==> src/rtl/bit_serializer_piso_pkg.sv <==
// Shared types and default constants for the parallel-in/serial-out serializer.
// Imported by the top and by its counter sub-module.
package bit_serializer_piso_pkg;

  typedef enum logic {
    ST_IDLE  = 1'b0,
    ST_SHIFT = 1'b1
  } state_e;

  localparam int   DEFAULT_WIDTH    = 8;
  localparam int   DEFAULT_CNT_W    = 16;
  localparam logic DEFAULT_IDLE_BIT = 1'b0;

endpackage

==> src/rtl/bit_serializer_counter.sv <==
// Bit position counter with last-bit decode, plus the wrapping sent-word counter.
// The bit counter restarts on every word load; the word counter steps on each completed word.
module bit_serializer_counter
  import bit_serializer_piso_pkg::*;
#(
  parameter int WIDTH = DEFAULT_WIDTH,
  parameter int CNT_W = DEFAULT_CNT_W
) (
  input  logic                       clk,
  input  logic                       reset,
  input  logic                       clr_i,
  input  logic                       inc_i,
  input  logic                       word_done_i,
  output logic [$clog2(WIDTH)-1:0]   bit_cnt_o,
  output logic                       last_bit_o,
  output logic [CNT_W-1:0]           words_sent_o
);

  localparam int BW = $clog2(WIDTH);

  logic [BW-1:0]    bit_cnt_q, bit_cnt_d;
  logic [CNT_W-1:0] words_q, words_d;

  always_comb begin
    bit_cnt_d = bit_cnt_q;
    if (clr_i) begin
      bit_cnt_d = '0;
    end else if (inc_i) begin
      bit_cnt_d = bit_cnt_q + BW'(1);
    end
    // Natural modulo-2^CNT_W wrap.
    words_d = word_done_i ? (words_q + CNT_W'(1)) : words_q;
  end

  always_ff @(posedge clk) begin
    if (reset) begin
      bit_cnt_q <= '0;
      words_q   <= '0;
    end else begin
      bit_cnt_q <= bit_cnt_d;
      words_q   <= words_d;
    end
  end

  assign bit_cnt_o    = bit_cnt_q;
  assign last_bit_o   = (bit_cnt_q == BW'(WIDTH - 1));
  assign words_sent_o = words_q;

endmodule

==> src/rtl/bit_serializer_piso.sv <==
// Parallel-in/serial-out stage feeding a serial sequence detector.
// Words are accepted on valid/ready and shifted out one bit per bit_tick, gapless back-to-back.
module bit_serializer_piso
  import bit_serializer_piso_pkg::*;
#(
  parameter int   WIDTH     = DEFAULT_WIDTH,
  parameter bit   MSB_FIRST = 1'b1,
  parameter logic IDLE_BIT  = DEFAULT_IDLE_BIT,
  parameter int   CNT_W     = DEFAULT_CNT_W
) (
  input  logic              clk,
  input  logic              reset,
  input  logic [WIDTH-1:0]  data_in,
  input  logic              data_valid,
  output logic              data_ready,
  input  logic              bit_tick,
  output logic              ser_out,
  output logic              ser_valid,
  output logic              frame_start,
  output logic              frame_end,
  output logic [CNT_W-1:0]  words_sent
);

  localparam int BW = $clog2(WIDTH);

  state_e           state_q, state_d;
  logic [WIDTH-1:0] shreg_q, shreg_d;
  logic [WIDTH-1:0] shifted;
  logic             cur_bit;
  logic             cnt_clr, cnt_inc, word_done, last_bit;
  logic [BW-1:0]    bit_cnt;

  // The output end of the shift register is fixed at elaboration time.
  generate
    if (MSB_FIRST) begin : g_msb_first
      assign cur_bit = shreg_q[WIDTH-1];
      assign shifted = {shreg_q[WIDTH-2:0], 1'b0};
    end else begin : g_lsb_first
      assign cur_bit = shreg_q[0];
      assign shifted = {1'b0, shreg_q[WIDTH-1:1]};
    end
  endgenerate

  always_comb begin
    state_d    = state_q;
    shreg_d    = shreg_q;
    cnt_clr    = 1'b0;
    cnt_inc    = 1'b0;
    word_done  = 1'b0;
    data_ready = 1'b0;
    case (state_q)
      ST_IDLE: begin
        data_ready = 1'b1;
        if (data_valid) begin
          shreg_d = data_in;
          cnt_clr = 1'b1;
          state_d = ST_SHIFT;
        end
      end
      ST_SHIFT: begin
        if (bit_tick) begin
          if (last_bit) begin
            // Last bit leaves this cycle: reload in place to avoid an idle gap.
            word_done  = 1'b1;
            data_ready = 1'b1;
            cnt_clr    = 1'b1;
            if (data_valid) begin
              shreg_d = data_in;
            end else begin
              state_d = ST_IDLE;
            end
          end else begin
            shreg_d = shifted;
            cnt_inc = 1'b1;
          end
        end
      end
      default: state_d = ST_IDLE;
    endcase
    if (reset) begin
      data_ready = 1'b0;
    end
  end

  always_ff @(posedge clk) begin
    if (reset) begin
      state_q <= ST_IDLE;
      shreg_q <= '0;
    end else begin
      state_q <= state_d;
      shreg_q <= shreg_d;
    end
  end

  bit_serializer_counter #(
    .WIDTH (WIDTH),
    .CNT_W (CNT_W)
  ) u_counter (
    .clk          (clk),
    .reset        (reset),
    .clr_i        (cnt_clr),
    .inc_i        (cnt_inc),
    .word_done_i  (word_done),
    .bit_cnt_o    (bit_cnt),
    .last_bit_o   (last_bit),
    .words_sent_o (words_sent)
  );

  assign ser_valid   = (state_q == ST_SHIFT);
  assign ser_out     = ser_valid ? cur_bit : IDLE_BIT;
  assign frame_start = ser_valid && (bit_cnt == '0);
  assign frame_end   = ser_valid && last_bit;

endmodule

==> config.mk <==
export PLATFORM = sky130hd
export DESIGN_NAME = bit_serializer_piso
export DESIGN_NICKNAME = d
export VERILOG_FILES = /design/src/rtl/bit_serializer_piso_pkg.sv /design/src/rtl/bit_serializer_counter.sv /design/src/rtl/bit_serializer_piso.sv
export SDC_FILE = /design/constraint.sdc
export NUM_CORES = 1
export LEC_CHECK = 0
export ABC_AREA = 1
export CORE_ASPECT_RATIO = 0.6
export CORE_MARGIN = 4
export CORE_UTILIZATION = 52
export CTS_BUF_LIST = sky130_fd_sc_hd__clkbuf_4 sky130_fd_sc_hd__clkbuf_8
export CTS_CLUSTER_DIAMETER = 80
export CTS_CLUSTER_SIZE = 20
export DETAILED_ROUTE_END_ITERATION = 16
export GPL_ROUTABILITY_DRIVEN = 0
export HOLD_SLACK_MARGIN = 0.03
export PLACE_DENSITY = 0.92
export REMOVE_ABC_BUFFERS = 1
export SYNTH_ARGS = -nofsm -noshare
export SYNTH_HDL_FRONTEND = slang
export SYNTH_HIERARCHICAL = 1
export SYNTH_SLANG_ARGS = --single-unit
==> constraint.sdc <==
create_clock -name clk -period 2 [get_ports clk]
set_input_delay 0.4 -clock clk [delete_from_list [all_inputs] [get_ports clk]]
set_output_delay 0.4 -clock clk [all_outputs]
set_load 0.01 [all_outputs]
Yosys cells after proc, flatten, opt, wreduce, memory -nomap -nowiden
Cells that the tools add are included.
Cells by class
  add/sub/neg operators: 2
  eq/ne operators: 2
  multiplexer cells: 18
  bitwise operators: 1
  reduce and logical (&&, ||, !) cells: 4
Operator list (count)
  2-to-1 mux 8 bit: 3
  adder 16 x 1 -> 16 bit (second input constant): 1
  case mux 8 bit (2 select lines): 1
  2-to-1 mux 1 bit: 11
  case mux 1 bit (2 select lines): 3
  adder 3 x 1 -> 3 bit (second input constant): 1
  equality test 3 bit (second input constant): 1
  zero test 3 bit: 1
  logical AND 1 bit: 2
  inequality test 2 bit (second input constant): 1
  OR reduction 2 bit: 1
  NOT 1 bit: 1
Storage, ports and cells
  register bits after elaboration: 28
  input port bits: 12
  output and inout port bits: 21
  word-level logic and storage cells: 31

Depth between registers and ports, before layout
Gate-level depths: netlist of the first run.
  depth after elaboration: 5
  gate-level depth with buffers: 12
  gate-level depth less buffers: 11

Modules after synthesis
The synthesis of the first run kept the hierarchy.
By module, submodules not included
  bit_serializer_counter: instances 1, cells each 130, area an instance 920.9 um^2, seq. area each 380.4 um^2
  bit_serializer_piso: instances 1, cells each 90, area an instance 586.8 um^2, seq. area each 180.2 um^2

Worst setup path after synthesis of the first run
Ideal clock, no wire load.
  path kind: reg2reg
  start: reg u_counter.bit_cnt_q[0], in the netlist u_counter/bit_cnt_o[0]
  end: reg u_counter.words_q[13], in the netlist u_counter/words_sent_o[13]
  library setup time: 0.115 ns
  data arrival time: 1.588 ns
  required time: 1.885 ns
  path slack: 0.297 ns
  stages on the path, launching flop included: 13
  buffers on the path: 1
  clock period less this slack: 1.703 ns
  cell sequence: dfxtp_1 > ha_1 > ha_1 > nand2_1 > nor2_1 > buf_4 > inv_2 > nor2_2 > nand2_2 > nor2_4 > nand3_1 > nand2_1 > nor2_1
Between the ends
  word-level cells in the longest chain between the ends: 4
Ends and longest elaborated chain
  start, declared: RTL line bit_serializer_counter.sv:21  | logic [BW-1:0] bit_cnt_q, bit_cnt_d;
  start signal, assigned: RTL line bit_serializer_counter.sv:40  | bit_cnt_q <= bit_cnt_d;
  equality test 3 bit: RTL line bit_serializer_counter.sv:46  | assign last_bit_o = (bit_cnt_q == BW'(WIDTH - 1));
  named net last_bit: RTL line bit_serializer_piso.sv:30  | logic cnt_clr, cnt_inc, word_done, last_bit;
  2-to-1 mux 1 bit: RTL line bit_serializer_piso.sv:62  | if (last_bit) begin
  2-to-1 mux 1 bit: RTL line bit_serializer_piso.sv:61  | if (bit_tick) begin
  2-to-1 mux 1 bit: RTL line bit_serializer_piso.sv:51  | case (state_q)
  named net word_done: RTL line bit_serializer_piso.sv:30
  end signal, assigned: RTL line bit_serializer_counter.sv:41  | words_q <= words_d;
  end, declared: RTL line bit_serializer_counter.sv:22  | logic [CNT_W-1:0] words_q, words_d;
The timed path passes the listed nets, and every way through them passes these cells.
A chain may end at the register's enable or synchronous reset.

Final worst setup path of the first run
  start: reg u_counter.bit_cnt_q[1], in the netlist u_counter/bit_cnt_o[1]
  end: out data_ready
Between the ends
  word-level cells in the longest chain between the ends: 5
Ends and longest elaborated chain
  equality test 3 bit: RTL line bit_serializer_counter.sv:46
  named net last_bit: RTL line bit_serializer_piso.sv:30
  2-to-1 mux 1 bit: RTL line bit_serializer_piso.sv:62
  2-to-1 mux 1 bit: RTL line bit_serializer_piso.sv:61
  case mux 1 bit (2 select lines): RTL line bit_serializer_piso.sv:51
  2-to-1 mux 1 bit: RTL line bit_serializer_piso.sv:80  | if (reset) begin
  end, declared: RTL line bit_serializer_piso.sv:15  | output logic data_ready,
The timed path passes the listed nets, and every way through them passes these cells.

==> results.txt, run 1 <==
* List of cells traversed by the critical path: ha_1 > ha_2 > nand2_1 > nand2_1 > inv_1 > nor2_1 > clkbuf_2
- The library cell used most frequently in the layout, excluding fill and tap cells, is sky130_fd_sc_hd__nand2_1.
- First-pass iteration count of the detailed router: 4
- TritonCTS Buffers: 3
- After synthesis, the share of cell area in mux cells is 0%.
- After legalization and detailed placement, the total HPWL measured 2.76 mm.
- The tightest min-delay check is of the reg2reg type.
- Hold bufs inserted after CTS: 0
- Number of buffer and inverter stages on the critical path: 2
* Die width: 77.5 um
- Final core occ: approximately three quarters
* CTS tree: yes
- Count of standard-cell rows: 14
- The setup path with the least slack is of type reg2out.
- Die height: about 50 um
* Via count of the first global-routing pass: 1450
* Core Region: 0.00263 mm^2
* Unrepaired setup endpoints after global routing: no
- In the routed layout, each cell is associated on average with a via count of 5.23.
- Global routing used 4.55% of the available met3 tracks.
- The worst path uses about 96% of the clock period.
- Area growth from synthesis to layout: 31.3%
- Max Clock Freq: 522 MHz
- Of the cells placed in the final design, the portion with a size suffix greater than 1 is 18.3%.
- Storage element area: 564 um^2
* Worst hold slack across all endpoints: between 400 and 500 ps
- Number of violations of the max-capacitance limit: 0
- Number of distinct library cells after synthesis: 26
* Slew at the pin closest to its max-slew limit: around 390 ps
- By area, the combinational part of the netlist is dominated by simple AND/OR/NAND/NOR gates.
- The first global-routing pass estimated ~6.3 mm of wire.
- Die outline area: 0.00385 mm^2
- On the final layout, the worst clock skew is 5.62 ps.
* Design Power: 1.03 mW
* Final setup vio count: 0
* Post-synthesis instance total: 220
* Total number of vias: approximately 1500
- The routed design could run at a clock period as short as 1910 ps.
- The final count of hold timing violations was 0.
- Total count of max-transition violations in the final report: 0
- Outcome: finished, final reports clean
* Count of nets left with antenna violations after detail routing: 0
* Met1 routing resource usage after global routing: a little over a quarter
- After detailed routing, the number of remaining DRC violations is 0.
* Number of port buffers: 32
- Fill cells in the final layout number 182.
- In the layout the commonest cells are sky130_fd_sc_hd__nand2_1 (55), sky130_fd_sc_hd__clkdlybuf4s50_1 (29), sky130_fd_sc_hd__nor2_1 (27), sky130_fd_sc_hd__dfxtp_1 (25), sky130_fd_sc_hd__inv_1 (23).
- The longest clock path from root to sink contains 2 buffers.
- Initial Util: 57.4%
* Mean Syn Cell Area: 6.85 um^2
- The worst setup path is captured at an output pin.
* Pin count of the biggest net entering global routing: 15
- Clock tree synthesis found a total of 28 sinks.
- Of the total synthesized cell area, the portion taken by XOR and XNOR cells is 1.74%.
- Clock-pin slew was measured on the worst setup and hold paths at 90 ps.
- CP required: roughly 1600 ps
* Iteration-0 DRC Markers: approximately 170
- In this run the most used layer during global routing was met2.
* Leakage power: between 0.8 and 0.9 nW
- The total overflow left after global routing is 0.
- Total wirelength of the detailed-routed design: around 3.7 mm
- Root Buffer Master: sky130_fd_sc_hd__clkbuf_8
- Fraction of the mapped netlist area in adder cells: 2.49%
* Pwr per Cell Area: ~520 mW/mm^2
- Arrival time of the worst setup path: 1510 ps
- The cell area that synthesis handed to floorplanning was between 0.0015 and 0.002 mm^2.
- After the last flow step, the layout net total stands at 280.
- In this run the number of H-tree levels came out at 1.
- Simple-gate area share of the yosys netlist: 37.5%
- Slowest stage delay, CP: 350 ps
- Summing the areas of all compound-gate instances in the mapped netlist gives 11.0% of the synthesized area.
- Highest ir drop seen on vdd: 0.351 mV
* Ys Warns: 6
- The slowest stage of the critical path is the sky130_fd_sc_hd__dfxtp_2 cell.
- 0 antenna diodes ended up in the layout.
- The worst setup path is launched from a register.
* Worst-path maximum fanout: 4
* I/O pins: 33
- Family of cells with the greatest summed delay on the critical path: adder cells
* Synthesis-stage register bit count: 28
- Max-slew headroom: 73.9%
- The cell that appears most often on the critical path is sky130_fd_sc_hd__nand2_1.
- Antenna violations before repair: 0
- Across every metal layer, demand over resource in global routing totals 19.8%.
- After synthesis, flip-flops and latches occupy 37.2% of the total area.
- Multi-input logic area: 811 um^2
* Clock latency at the later pin of the worst-skew pair: 270 ps
* DR WL/cell: 12.5 um
- For met2 alone, demand over resource in global routing was 31.9%.
-- through the flow --
| stage | TNS (ps) | setup WS, ps | area [um^2] | std cells |
|---|---|---|---|---|
| after floorplan | 0 | 112 | 1460 | 215 |
| after global placement | -138 | -138 | 1910 | 291 |
| after detailed placement | -332 | -122 | 1910 | 291 |
| after CTS | 0 | 0.352 | 1950 | 294 |
| after global routing | 0 | 8.11 | 1980 | 295 |
| final | 0 | 85.8 | 1980 | 295 |
-- final timing paths --
check	start	to	slack, ps	depth (start not counted)
max	u_counter/bit_cnt_o[1]	data_ready	90	7
min	shreg_q[7]	shreg_q[7]	470	2
max reg2reg	u_counter/bit_cnt_o[1]	u_counter/words_sent_o[15]	150	12
min reg2reg	shreg_q[7]	shreg_q[7]	470	2
-- synth_stat cells --
cell type / instances / area share, %
sky130_fd_sc_hd__nand2_1: 56 / 14
sky130_fd_sc_hd__nor2_1: 29 / 7.2
sky130_fd_sc_hd__dfxtp_1: 28 / 37
sky130_fd_sc_hd__inv_1: 23 / 5.7
sky130_fd_sc_hd__a21oi_1: 17 / 5.6
sky130_fd_sc_hd__nand3_1: 15 / 5.0
sky130_fd_sc_hd__o21ai_0: 10 / 3.3
sky130_fd_sc_hd__nand2_2: 6 / 2.5
sky130_fd_sc_hd__inv_2: 5 / 1.2
sky130_fd_sc_hd__buf_6: 3 / 2.2
sky130_fd_sc_hd__ha_1: 3 / 2.5
sky130_fd_sc_hd__nor2_2: 3 / 1.2
sky130_fd_sc_hd__nor2_4: 3 / 2.2
sky130_fd_sc_hd__nand2_4: 2 / 1.5
sky130_fd_sc_hd__nand4_1: 2 / 0.83
sky130_fd_sc_hd__nor3_1: 2 / 0.66
sky130_fd_sc_hd__nor3_2: 2 / 1.3
sky130_fd_sc_hd__o21ai_2: 2 / 1.2
sky130_fd_sc_hd__xor2_1: 2 / 1.2
sky130_fd_sc_hd__buf_2: 1 / 0.33
sky130_fd_sc_hd__buf_4: 1 / 0.50
sky130_fd_sc_hd__nand3_2: 1 / 0.66
sky130_fd_sc_hd__nor4_1: 1 / 0.42
sky130_fd_sc_hd__o21bai_1: 1 / 0.50
sky130_fd_sc_hd__o22ai_1: 1 / 0.42
sky130_fd_sc_hd__xnor2_1: 1 / 0.58
-- routing by layer --
metal | wire, um | up-vias
li1 | - | 784
met4 | 0 | 0
met1 | 1750 | 707
met3 | 289 | 0
met5 | 0 | -
met2 | 1650 | 53
-- flip-flops by register name (all words and copies together), names as in the netlist --
| name | count |
|---|---|
| ser_valid | 1 |
| shreg_q | 8 |
| u_counter/bit_cnt_o | 3 |
| u_counter/words_sent_o | 16 |
-- report_power, final --
group          internal [mW]  switching [mW]
Sequential             0.574          0.0140
Clock                  0.135           0.163
Combinational         0.0700          0.0777
Total                  0.780           0.255
-- timing repair --
| item | in CTS | in global routing |
|---|---|---|
| endpoints found under the setup margin | 3 | 11 |
| gates resized for setup | 4 | 10 |
| setup buffers | 0 | 2 |
| pin swaps | 0 | 2 |
-- cell type report --
type / instances / share of cell area, %
Inverter: 28 / 5.31
Tap cell: 32 / 2.02
Clock buffer: 3 / 2.09
Sequential cell: 28 / 28.5
Multi-Input combinational cell: 159 / 41.0
Timing Repair Buffer: 45 / 21.1
-- cell families after synthesis --
kind of cell / count (synthesis)
and+or+nand+nor: 122
buffers and inverters: 33
AOI/OAI and AO/OA: 31
DFF: 28
xor gates and xnor gates: 3
adders and majority gates: 3
-- worst reg2reg max path: cells and delay by family (launching register included) --
kind	cells	cell delay, ps
and+or+nand+nor	8	790
adders and majority gates	2	410
DFF	1	350
buffers and inverters	2	190
(Power assumes the default switching activity.)
==> inputs of run 2 (changes only) <==
Settings changed: HOLD_SLACK_MARGIN 0.03 to not set.
==> results of run 2 <==
No change in the layout: final DEF, timing and power equal those of run 1.
